===== src/rtl/soc_pkg.sv =====
// soc_pkg: shared run-status/trace types, tohost defaults and the tiny core's instruction encoding
// Contents: run_status_e (RUN/PASS/FAIL/TIMEOUT), trace_entry_t {addr,data},
// TOHOST_ADDR/PASS_VALUE defaults, instruction word layout {op[1:0], imm[7:0]}.
package soc_pkg;
    typedef enum logic [1:0] {RUN = 2'b00, PASS = 2'b01, FAIL = 2'b10, TIMEOUT = 2'b11} run_status_e;
    typedef struct packed {
        logic [31:0] addr;
        logic [31:0] data;
    } trace_entry_t;
    localparam logic [31:0] TOHOST_ADDR_DEFAULT = 32'h0000_0064;
    localparam logic [31:0] PASS_VALUE_DEFAULT  = 32'd7;
    localparam int IW         = 10;
    localparam int IMEM_WORDS = 32;
    localparam int PC_WIDTH   = $clog2(IMEM_WORDS);
    localparam logic [1:0] OP_LI = 2'd0, OP_ADDI = 2'd1, OP_SW = 2'd2, OP_J = 2'd3;
    localparam logic [IMEM_WORDS*IW-1:0] DEFAULT_PROGRAM = '0;
endpackage


===== src/rtl/mother_board.sv =====
// mother_board: single-cycle accumulator core with an instruction fetch port and a dmem store port
// Ports: clk, reset (sync, active-high); imem_addr out (PC), imem_data in (instruction);
// dmem_addr/dmem_wdata/dmem_we out (store bus). Ops: LI acc=imm, ADDI acc+=imm, SW [imm]=acc, J pc=imm.
module mother_board
    import soc_pkg::*;
#(
    parameter int ADDR_WIDTH = 32,
    parameter int DATA_WIDTH = 32
) (
    input  logic                  clk,
    input  logic                  reset,
    output logic [PC_WIDTH-1:0]   imem_addr,
    input  logic [IW-1:0]         imem_data,
    output logic [ADDR_WIDTH-1:0] dmem_addr,
    output logic [DATA_WIDTH-1:0] dmem_wdata,
    output logic                  dmem_we
);
    logic [1:0]            op;
    logic [7:0]            imm;
    logic [DATA_WIDTH-1:0] acc;

    assign op         = imem_data[IW-1 -: 2];
    assign imm        = imem_data[7:0];
    assign dmem_we    = op == OP_SW;
    assign dmem_addr  = ADDR_WIDTH'(imm);
    assign dmem_wdata = acc;

    always_ff @(posedge clk)
        if (reset) begin
            imem_addr <= '0;
            acc       <= '0;
        end else begin
            imem_addr <= op == OP_J ? imm[PC_WIDTH-1:0] : imem_addr + 1'b1;
            acc       <= op == OP_LI ? DATA_WIDTH'(imm) : op == OP_ADDI ? acc + DATA_WIDTH'(imm) : acc;
        end
endmodule


===== src/rtl/soc_store_trace_fifo.sv =====
// store_trace_fifo: circular store-trace buffer keeping the most recent DEPTH entries
// Ports: clk, reset (sync, active-high); push/din write an entry; pop removes the oldest;
// dout is the oldest entry, valid while non-empty. Built only when STORE_TRACE_EN is defined.
`ifdef STORE_TRACE_EN
module store_trace_fifo #(
    parameter int DEPTH = 8,
    parameter int WIDTH = 64
) (
    input  logic             clk,
    input  logic             reset,
    input  logic             push,
    input  logic             pop,
    input  logic [WIDTH-1:0] din,
    output logic [WIDTH-1:0] dout,
    output logic             valid
);
    localparam int PW = $clog2(DEPTH);
    logic [WIDTH-1:0] mem [DEPTH];
    logic [PW-1:0]    wr_ptr, rd_ptr;
    logic [PW:0]      count;
    logic             adv;

    assign valid = count != '0;
    // a push into a full buffer also advances the read side, dropping the oldest entry
    assign adv   = (pop & valid) | (push & (count == (PW+1)'(DEPTH)));
    assign dout  = mem[rd_ptr];

    always_ff @(posedge clk)
        if (reset) begin
            wr_ptr <= '0;
            rd_ptr <= '0;
            count  <= '0;
        end else begin
            if (push) begin
                mem[wr_ptr] <= din;
                wr_ptr      <= wr_ptr + 1'b1;
            end
            if (adv)
                rd_ptr <= rd_ptr + 1'b1;
            count <= count + (PW+1)'(push) - (PW+1)'(adv);
        end
endmodule
`endif


===== src/rtl/soc_top.sv =====
// soc_top: core wrapper with tohost pass/fail detection, watchdog, cycle/store counters and halt freeze
// Ports: clk, reset (sync, active-high); write_data/data_addr/write_enab dmem store bus (strobe
// forced 0 while halted); halted; status 00 RUN/01 PASS/10 FAIL/11 TIMEOUT; cycle_count;
// store_count; trace_pop in, trace_valid/trace_data out ({addr,data} of oldest traced store).
// Macro STORE_TRACE_EN adds the store-trace FIFO; without it trace_valid/trace_data read 0.
module soc_top
    import soc_pkg::*;
#(
    parameter int                       ADDR_WIDTH     = 32,
    parameter int                       DATA_WIDTH     = 32,
    parameter logic [ADDR_WIDTH-1:0]    TOHOST_ADDR    = ADDR_WIDTH'(TOHOST_ADDR_DEFAULT),
    parameter logic [DATA_WIDTH-1:0]    PASS_VALUE     = DATA_WIDTH'(PASS_VALUE_DEFAULT),
    parameter int                       TIMEOUT_CYCLES = 1000,
    parameter int                       CNT_WIDTH      = 32,
    parameter int                       TRACE_DEPTH    = 8,
    parameter logic [IMEM_WORDS*IW-1:0] PROGRAM        = DEFAULT_PROGRAM
) (
    input  logic                             clk,
    input  logic                             reset,
    output logic [DATA_WIDTH-1:0]            write_data,
    output logic [ADDR_WIDTH-1:0]            data_addr,
    output logic                             write_enab,
    output logic                             halted,
    output logic [1:0]                       status,
    output logic [CNT_WIDTH-1:0]             cycle_count,
    output logic [CNT_WIDTH-1:0]             store_count,
    input  logic                             trace_pop,
    output logic                             trace_valid,
    output logic [ADDR_WIDTH+DATA_WIDTH-1:0] trace_data
);
    run_status_e           status_q, status_d;
    logic [PC_WIDTH-1:0]   imem_addr;
    logic [IW-1:0]         imem_data;
    logic                  core_we, st, tohost, timeout;

    assign imem_data = PROGRAM[imem_addr*IW +: IW];

    // a halted core is held in reset so it cannot issue further stores
    mother_board #(.ADDR_WIDTH(ADDR_WIDTH), .DATA_WIDTH(DATA_WIDTH)) u_board (
        .clk        (clk),
        .reset      (reset | halted),
        .imem_addr  (imem_addr),
        .imem_data  (imem_data),
        .dmem_addr  (data_addr),
        .dmem_wdata (write_data),
        .dmem_we    (core_we)
    );

    assign st      = write_enab;
    assign tohost  = st && data_addr == TOHOST_ADDR;
    assign timeout = TIMEOUT_CYCLES != 0 && cycle_count == CNT_WIDTH'(TIMEOUT_CYCLES - 1);

    always_ff @(posedge clk)
        if (reset) begin
            status_q <= RUN;
            halted   <= 1'b0;
        end else begin
            status_q <= status_d;
            halted   <= status_d != RUN;
        end

    // a tohost store outranks a watchdog expiry in the same cycle
    always_comb begin
        status_d = status_q;
        if (status_q == RUN)
            status_d = tohost ? (write_data == PASS_VALUE ? PASS : FAIL) : timeout ? TIMEOUT : RUN;
    end

    always_comb begin
        status     = status_q;
        write_enab = core_we & ~halted;
    end

    always_ff @(posedge clk)
        if (reset) begin
            cycle_count <= '0;
            store_count <= '0;
        end else begin
            if (status_q == RUN && cycle_count != '1)
                cycle_count <= cycle_count + 1'b1;
            if (st && store_count != '1)
                store_count <= store_count + 1'b1;
        end

`ifdef STORE_TRACE_EN
    store_trace_fifo #(.DEPTH(TRACE_DEPTH), .WIDTH(ADDR_WIDTH + DATA_WIDTH)) u_trace (
        .clk   (clk),
        .reset (reset),
        .push  (st),
        .pop   (trace_pop),
        .din   ({data_addr, write_data}),
        .dout  (trace_data),
        .valid (trace_valid)
    );
`else
    logic unused_trace_pop;
    assign unused_trace_pop = trace_pop;
    assign trace_valid      = 1'b0;
    assign trace_data       = '0;
`endif
endmodule

===== config.mk =====
export PLATFORM = sky130hd
export DESIGN_NAME = soc_top
export DESIGN_NICKNAME = d
export VERILOG_FILES = /design/src/rtl/soc_pkg.sv /design/src/rtl/mother_board.sv /design/src/rtl/soc_store_trace_fifo.sv /design/src/rtl/soc_top.sv
export SDC_FILE = /design/constraint.sdc
export NUM_CORES = 1
export LEC_CHECK = 0
export CAP_MARGIN = 20
export CORE_ASPECT_RATIO = 0.8
export CORE_MARGIN = 2
export CORE_UTILIZATION = 38
export CTS_BUF_LIST = sky130_fd_sc_hd__clkbuf_8
export DETAILED_ROUTE_END_ITERATION = 16
export PLACE_DENSITY = 0.83
export SLEW_MARGIN = 10
export SYNTH_ARGS = -nofsm -noshare
export SYNTH_HDL_FRONTEND = slang
export SYNTH_SLANG_ARGS = --single-unit

===== constraint.sdc =====
create_clock -name clk -period 2.1 [get_ports clk]
set_input_delay 0.42 -clock clk [delete_from_list [all_inputs] [get_ports clk]]
set_output_delay 0.42 -clock clk [all_outputs]
set_load 0.05 [all_outputs]

Word-level counts from Yosys, hierarchy flattened
Cells that the tools add are included.
{ "classes": {"add_sub_neg": 4, "n_mul": 1, "n_eq_ne": 8, "n_shift": 1, "n_mux": 7, "bitwise_logic": 3, "reduce_logical": 8} }
{ "ops": {"columns": ["cell", "n"], "rows": [
  ["320-bit by 10-bit variable part select with 10-bit output (first input constant)", 1],
  ["32-bit by 1-bit adder with 32-bit output (second input constant)", 2],
  ["32-bit inequality test (second input constant)", 2],
  ["32-bit by 8-bit adder with 32-bit output", 1],
  ["32-bit by 10-bit equality test with 1-bit output (second input constant)", 1],
  ["32-bit by 3-bit equality test with 1-bit output (second input constant)", 1],
  ["8-bit 2-to-1 mux", 2],
  ["8-bit by 7-bit equality test with 1-bit output (second input constant)", 1],
  ["5-bit by 3-bit multiplier with 8-bit output (second input constant)", 1],
  ["2-bit 2-to-1 mux", 4],
  ["5-bit by 1-bit adder with 5-bit output (second input constant)", 1],
  ["5-bit 2-to-1 mux", 1],
  ["2-bit equality test (second input constant)", 2],
  ["2-bit zero test", 2],
  ["2-bit nonzero test", 2],
  ["1-bit logical AND", 3],
  ["2-bit by 1-bit equality test with 1-bit output (second input constant)", 1],
  ["2-bit OR reduction", 1],
  ["1-bit bitwise AND", 1],
  ["1-bit NOT", 1],
  ["1-bit bitwise OR", 1]
]} }
{ "word_totals": {"ff_bits": 104, "in_bits": 3, "output_inout_bits": 197, "wordCells": 39} }

Longest topological paths before layout
Gate-level depths: netlist of run 1.
{ "depth": {"depth_word": 8, "depth_mapped": 7, "depth_no_buf": 6} }

By module
From an unflattened synthesis of run 1, not the netlist that was laid out.
{ "hier_totals": {"cells_unflattened": 777, "area_unflattened_um2": 6411.1} }
{ "modules_own_cells": {"columns": ["mod", "n_inst", "cells_per_inst", "area_per_inst_um2", "seq_area_each_um2"], "rows": [
  ["soc_top", 1, 496, 4116.4, 1341.3],
  ["mother_board", 1, 281, 2294.7, 740.7]
]} }

Worst setup path after synthesis of run 1
Ideal clock, no wire load.
{ "synth_timing": {"kind": "reg-to-reg", "from": "register cycle_count[0]", "to": "register cycle_count[6]", "setup_ps": 123, "t_arrival_ps": 2136, "required_time_ps": 1977, "path_slack_ps": -160, "path_stages_with_launch": 8, "path_buffers": 1, "synth_period_minus_slack_ps": 2260, "path_cell_list": "dfxtp_1 -> ha_1 -> and4_2 -> and4_1 -> buf_2 -> a21oi_2 -> and3_1 -> mux2_1"} }
{ "synth_via": {"elab_chain_len": 2, "elab_cells_between_ends": 3, "cone_classes": "add/sub: 1; eq/ne: 1; reduce/logical: 1"} }
{ "synth_rtl": {"columns": ["element", "line", "source"], "rows": [
  ["start, declared", "soc_top.sv:25", "output logic [CNT_WIDTH-1:0] cycle_count,"],
  ["start signal, assigned", "soc_top.sv:80", "cycle_count <= cycle_count + 1'b1;"],
  ["branches (longest 2 deep; another with 32-bit by 1-bit adder with 32-bit output)", null, null]
]} }
Several ways; the timed one is not identified.
A chain may end at the register's enable or synchronous reset.

Final worst setup path of run 1
{ "layout_timing": {"from": "register cycle_count[0]", "to": "register cycle_count[13]"} }
Same word-level chain as after synthesis.

==> metrics.txt, run 1 <==
CP Max Fanout=10; Sw Ratio=46.0%; Post-Syn Area per Cell=8.44 um^2; largest net degree at the start of global routing=42; initial antenna violation count=0; diode count=0; die area=8990 um^2; Slew HR=49.3%; Syn Std Cell Area=3130 um^2; 1st-iter DRT viols=103; post-CTS setup buffer count=0; Yosys warnings=0; WHS=0.508 ns; Worst Clk Skew=0.00809 ns; period utilization=97.7%; # fillers=802; Synth-to-Final Area Change=2.96%; CTS root buf=clkbuf_8; Final Hold Viols=0; CP Launch Type=flip-flop; largest stage delay on the critical path=0.35 ns; num rows=29; first-pass GRT wire length=8910 um; Int Pwr=1.08 mW; Peak supply drop=275 uV; IO Port Bufs=36; Reg power frac=33.8%; die width=105 um; setup ws final=0.0487 ns; Leak Pwr=1.41 nW; combinational power share=35.0%; GP Congestion=0.841; crit-path cells=ha_1, and4_2, and4_2, a211oi_2, nand3_1, mux2_1; CP Capture Type=flip-flop; final layout net count=421; Setup-failing EPs final=0; critical path required time=2.27 ns; DRC violations left=0; max-slew violations=0; Max clock buf depth=2; pwr dens=619 nW/um^2; GR peak layer=met2; library cells used by synthesis=51; Clock Pin Slew Worst Setup and Hold Paths=0.07 ns; Crit Path Category=flip-flop to flip-flop; RSZ-0062 raised after global routing=true; remaining antenna violation count=0; flops & latches, synth=35; sequential fraction of the synthesis area=22.4%; gr ovfl total=0; Worst Tran Pin Value=0.742 ns; # IOs=200; GR Layer Usage met3=3.00%; Initial Utilization=39.4%; share of cells above drive strength 1=15.8%; crit path time final=2.05 ns; Gate Count Post-Synth=371; CTS tree=done; drt via density=4.12; power share of the clock group=31.2%; routed vias=2167; worst-skew pair later-pin latency=0.29 ns; CTS Buf Count=5; Synth area leaders=buf_4, dfxtp_1, xnor2_1; Fmax=487 MHz; GRT met1 Usage=16.5%; Sink Count=35; max-cap check violation count=0; post-synth top area cell=buf_4; run status=complete, no violations; met2 Use GR=19.5%; most common cell type on the critical path=and4_2; HP Class=flip-flop to flip-flop; detailed placement HPWL=4710 um; CP max stage cell=a211oi_2; net load switching power=0.918 mW; drt first pass iters=4; post-synth top area share=38.8%; vias in the first global route=1759; die height=85.2 um; core box area=7950 um^2; critical path arrival=2.22 ns; pre-CTS WS=0.0185 ns; wire per inst=11.3 um; total wire length=5960 um; H-tree levels=2; gr usage total=12.2%
per-layer routing:
| layer | wire length, um | up-vias |
|---|---|---|
| li1 | - | 1033 |
| met1 | 2630 | 1034 |
| met2 | 2870 | 95 |
| met3 | 427 | 5 |
| met4 | 34 | 0 |
| met5 | 0 | - |
critical path, delay by kind of cell (launching register included):
| kind | cells | cell delay (ns) |
|---|---|---|
| AO/OA/AOI/OAI | 1 | 0.35 |
| adder cells (fa/ha/maj) | 1 | 0.23 |
| flip-flops | 1 | 0.34 |
| multiplexers | 1 | 0.31 |
| AND/OR/NAND/NOR | 3 | 0.71 |
synth_stat cells, drive strengths merged:
| library cell | instances |
|---|---|
| mux2i | 1 |
| o21ba | 3 |
| clkbuf | 4 |
| nor4 | 6 |
| a211o | 1 |
| nand2 | 10 |
| nand4 | 11 |
| or3 | 2 |
| and2 | 3 |
| nand3b | 1 |
| nor4b | 1 |
| a21oi | 10 |
| a31o | 1 |
| nand2b | 1 |
| a211oi | 7 |
| nor2 | 27 |
| and3 | 9 |
| nand3 | 11 |
| nor3 | 4 |
| dfxtp | 35 |
| o21ai | 3 |
| nor2b | 5 |
| a2111oi | 6 |
| o2111a | 1 |
| inv | 1 |
| conb | 1 |
| mux2 | 5 |
| or4 | 4 |
| xnor2 | 19 |
| o31ai | 4 |
| and4 | 6 |
| buf | 166 |
| ha | 1 |
| or2 | 1 |
power by group through the flow:
stage / logic, mW / registers [mW] / clock network [mW]
after global routing: 0.719 / 0.674 / 0.667
after detailed placement: 0.692 / 0.689 / 0
after CTS: 0.692 / 0.674 / 0.641
after global placement: 0.691 / 0.688 / 0
after floorplan: 0.889 / 0.706 / 0
final: 0.699 / 0.674 / 0.623
final cells by class:
class	instances	area, um^2	area share (%)
multi-input cells	326	1770	54.9
flip-flops and latches	35	726	22.5
repair buffers	48	473	14.7
well taps	108	135	4.19
clock buffers	6	82.6	2.56
clock inverters	2	35.0	1.09
inverters	1	3.75	0.116
kinds of logic (layout without fill, tap and decap cells):
kind of cell,count (synthesis),in the layout,share of synthesized area [%]
buf+inv,171,57,40.6
simple gates,102,102,19.9
other cells,1,162,0.120
compound gates,36,36,9.19
xor+xnor,19,19,5.31
flops,35,35,22.4
mux,6,6,2.12
fa+ha+maj,1,1,0.399
repair_timing:
item                       CTS  global route
setup endpoints to repair    0            13
hold buffers                 0             0
resized for setup            0             2
hold endpoints to repair     0             0
path summary, 6_finish.rpt:
kind | startpoint | endpoint | slack [ns] | cells past startpoint
worst max-delay path | cycle_count[0] | cycle_count[13] | 0.05 | 6
worst min-delay path | cycle_count[9] | cycle_count[9] | 0.51 | 2
worst max register to register | cycle_count[0] | cycle_count[13] | 0.05 | 6
worst min register to register | cycle_count[9] | cycle_count[9] | 0.51 | 2
metrics by stage:
stage               power [mW]  util (%)  cells  cell area, um^2  TNS, ns
finish                    2.00      40.6    526             3220        0
global route              2.06      40.6    526             3220   -0.234
CTS                       2.01      40.5    526             3220        0
detailed placement        1.38      39.0    518             3100        0
global placement          1.38      39.0    518             3100        0
floorplan                 1.60         -    532             3760        0
sequential cells by signal, summed over array words and instances (netlist names):
register and count:
cycle_count 32, status 2, halted 1
cells in the final DEF (no fill, tap or decap), drive strengths merged:
cell type,instances
and2,3
buf,13
a211oi,7
conb,162
or4,4
nor3,4
inv,1
dfxtp,35
nand3b,1
nand3,11
and4,6
o21ai,3
or2,1
nor4,6
mux2,5
o2111a,1
nand2,10
nor2,27
xnor2,19
clkdlybuf4s50,35
a211o,1
nor2b,5
nor4b,1
clkinv,1
a2111oi,6
mux2i,1
and3,9
o31ai,4
ha,1
nand2b,1
or3,2
bufinv,1
o21ba,3
nand4,11
clkbuf,6
a21oi,10
a31o,1
Note: power is estimated with default switching activity, not from simulation.
==> run 2, diff against run 1 <==
==> constraint.sdc (replaced) <==
create_clock -name clk -period 2.04 [get_ports clk]
set_input_delay 0.408 -clock clk [delete_from_list [all_inputs] [get_ports clk]]
set_output_delay 0.408 -clock clk [all_outputs]
set_load 0.05 [all_outputs]
==> run 2 against run 1 <==
Via count up 1.5%. Clock power down 22%. Worst setup slack worse by 0.0019 ns. Die area unchanged. Combinational power up 3.7%. Hold slack worse by 0.014 ns. Clock skew down 0.0034 ns. Routed wire length up 3.1%. Flip-flop and latch count unchanged. Final cell count up 1.1%. Design area up 0.23%. Sequential share of layout area up 0.37 points. Largest cell class unchanged. Highest routed layer unchanged.
==> metrics.txt, run 2 (same netlist as run 1, synthesis figures left out) <==
run status=complete, no violations (unchanged); Finished Core Util=40.7% (was 40.6%); Crit Path Category=flip-flop to primary output (was flip-flop to flip-flop); wire per inst=11.6 um (was 11.3 um); die width=105 um (unchanged); Finished Layout Cells=532 (was 526); hold endpoint=cycle_count[7] (was cycle_count[9]); CP Max Fanout=6 (was 10); critical path arrival=1.59 ns (was 2.22 ns); largest net degree at the start of global routing=42 (unchanged); crit-path cells=buf_4, clkdlybuf4s50_1 (was ha_1, and4_2, and4_2, a211oi_2, nand3_1, mux2_1); max reg flops=32 (unchanged); CP Capture Type=primary output (was flip-flop); Initial Utilization=39.4% (unchanged); Final Hold Viols=0 (unchanged); largest stage delay on the critical path=0.81 ns (was 0.35 ns); first-pass GRT wire length=9130 um (was 8910 um); reg-to-reg slack, setup=0.10 ns (was 0.05 ns); worst-skew pair later-pin latency=0.30 ns (was 0.29 ns); core box area=7950 um^2 (unchanged); initial antenna violation count=0 (unchanged); Worst Tran Pin Value=0.520 ns (was 0.742 ns); pwr dens=590 nW/um^2 (was 619 nW/um^2); Synth-to-Final Area Change=3.20% (was 2.96%); CTS root buf=clkbuf_8 (unchanged); largest register by flop count=cycle_count (unchanged); Setup-failing EPs final=0 (unchanged); remaining antenna violation count=0 (unchanged); # fillers=819 (was 802); reg2reg start=cycle_count[1] (was cycle_count[0]); share of cells above drive strength 1=20.8% (was 15.8%); drt first pass iters=4 (unchanged); # IOs=200 (unchanged); crit path time final=1.99 ns; HP Class=flip-flop to flip-flop (unchanged); WHS Path Cells=2 (unchanged); Clock Pin Slew Worst Setup and Hold Paths=0.07 ns (about the same); drt via density=4.14 (was 4.12); CTS tree=done (unchanged); num rows=29 (unchanged); hold path start=cycle_count[7] (was cycle_count[9]); H-tree levels=2 (unchanged); CP max stage cell=clkdlybuf4s50_1 (was a211oi_2); RR Endpoint=cycle_count[30] (was cycle_count[13]); vias in the first global route=1767 (was 1759); gr ovfl total=0 (unchanged); die height=85.2 um (unchanged); detailed placement HPWL=4870 um (was 4710 um); period utilization=97.7%; reg2reg path depth=6 (unchanged); GP Congestion=0.853 (was 0.841); Placed Cells incl. Taps=523 (was 518); CTS Buf Count=5 (unchanged); DRC violations left=0 (unchanged); Sink Count=35 (unchanged); total power=1.91 mW (was 2.00 mW); critical path required time=1.63 ns (was 2.27 ns); total wire length=6150 um (was 5960 um); Slew HR=64.4% (was 49.3%); Leak Pwr=1.46 nW (was 1.41 nW); RSZ-0062 raised after global routing=false (was true); final layout net count=427 (was 421); commonest non-fill, non-tap cells in the layout=conb_1, buf_4, nor2_1, dfxtp_2, clkdlybuf4s50_1 (was conb_1, clkdlybuf4s50_1, nor2_1, dfxtp_2, xnor2_1); max-slew violations=0 (unchanged); die area=8990 um^2 (unchanged); 1st-iter DRT viols=187 (was 103); routed vias=2200 (was 2167); Fmax=502 MHz; IO Port Bufs=36 (unchanged); Worst Clk Skew=0.00472 ns (was 0.00809 ns); diode count=0 (unchanged); Max clock buf depth=2 (unchanged); most common cell after layout, fill and taps aside=conb_1 (unchanged); CP Launch Type=flip-flop (unchanged); max-cap check violation count=0 (unchanged); Peak supply drop=263 uV (was 275 uV); gr usage total=12.8% (was 12.2%)
[run 2: changes by cell type in the layout (fill, tap and decap cells not counted), moves of 2 or more]
cell and change:
dfxtp_4 +2, dfxtp_1 -7, dfxtp_2 +5, buf_4 +18
clkdlybuf4s50_1 -11, clkinv_1 +2
[run 2: timing repair]
action,4_1_cts,5_1_grt
pin swaps,0,1
hold buffers,0,0
setup endpoints to repair,4,7
gates resized for setup,1,5
setup buffers,0,1
[run 2: report_power, final]
part	switching, mW	internal, mW	total, mW
registers	0.00346	0.688	0.691
clock network	0.261	0.228	0.489
logic	0.697	0.0285	0.725
total	0.961	0.944	1.91
[run 2: stage by stage]
step                cell area [um^2]  setup slack, ns  hold slack, ns  TNS (ns)
finish                          3230           0.0468           0.493         0
global route                    3230         0.000759           0.534         0
CTS                             3190           0.0128           0.496         0
detailed placement              3110          -0.0226           0.488   -0.0686
global placement                3110           0.0321           0.478         0
floorplan                       3770           0.0126           0.592         0
[run 2: worst max-delay path, delay by kind of cell, from the launching register on]
kind     cells  cell delay [ns]
flops        1             0.34
buf+inv      2             0.95
[run 2: worst max path at each step]
| stage | start | end | slack, ns |
|---|---|---|---|
| global route | cycle_count[18] | cycle_count[18] | 0.0008 |
| floorplan | cycle_count[30] | cycle_count[4] | 0.01 |
| finish | cycle_count[18] | cycle_count[18] | 0.05 |
| CTS | cycle_count[0] | cycle_count[31] | 0.01 |
| global placement | cycle_count[1] | cycle_count[4] | 0.03 |
| detailed placement | cycle_count[1] | cycle_count[31] | -0.02 |
[run 2: metal layers]
layer	vias to the layer above	GRT usage, %	share of wire, %
li1	1051	-	-
met1	1031	17.7	43
met2	111	18.8	47
met3	7	4.45	8.4
met4	0	3.71	0.83
met5	-	0	0
[run 2: area by class of cell]
class,count,area (um^2),area share (%)
flip-flops and latches,35,739,22.9
multi-input cells,326,1800,55.6
clock buffers,5,68.8,2.13
well taps,108,135,4.18
clock inverters,3,11.3,0.348
repair buffers,54,478,14.8
inverters,1,3.75,0.116
==> run 3, diff against run 2 <==
--- a/config.mk
+++ b/config.mk
@@ -10,6 +10,7 @@
 export CORE_MARGIN = 2
 export CORE_UTILIZATION = 38
 export CTS_BUF_LIST = sky130_fd_sc_hd__clkbuf_8
+export CTS_CLUSTER_SIZE = 10
 export DETAILED_ROUTE_END_ITERATION = 16
 export PLACE_DENSITY = 0.83
 export SLEW_MARGIN = 10
==> results of run 3 <==
No change in the layout: final DEF, timing and power equal those of run 2.
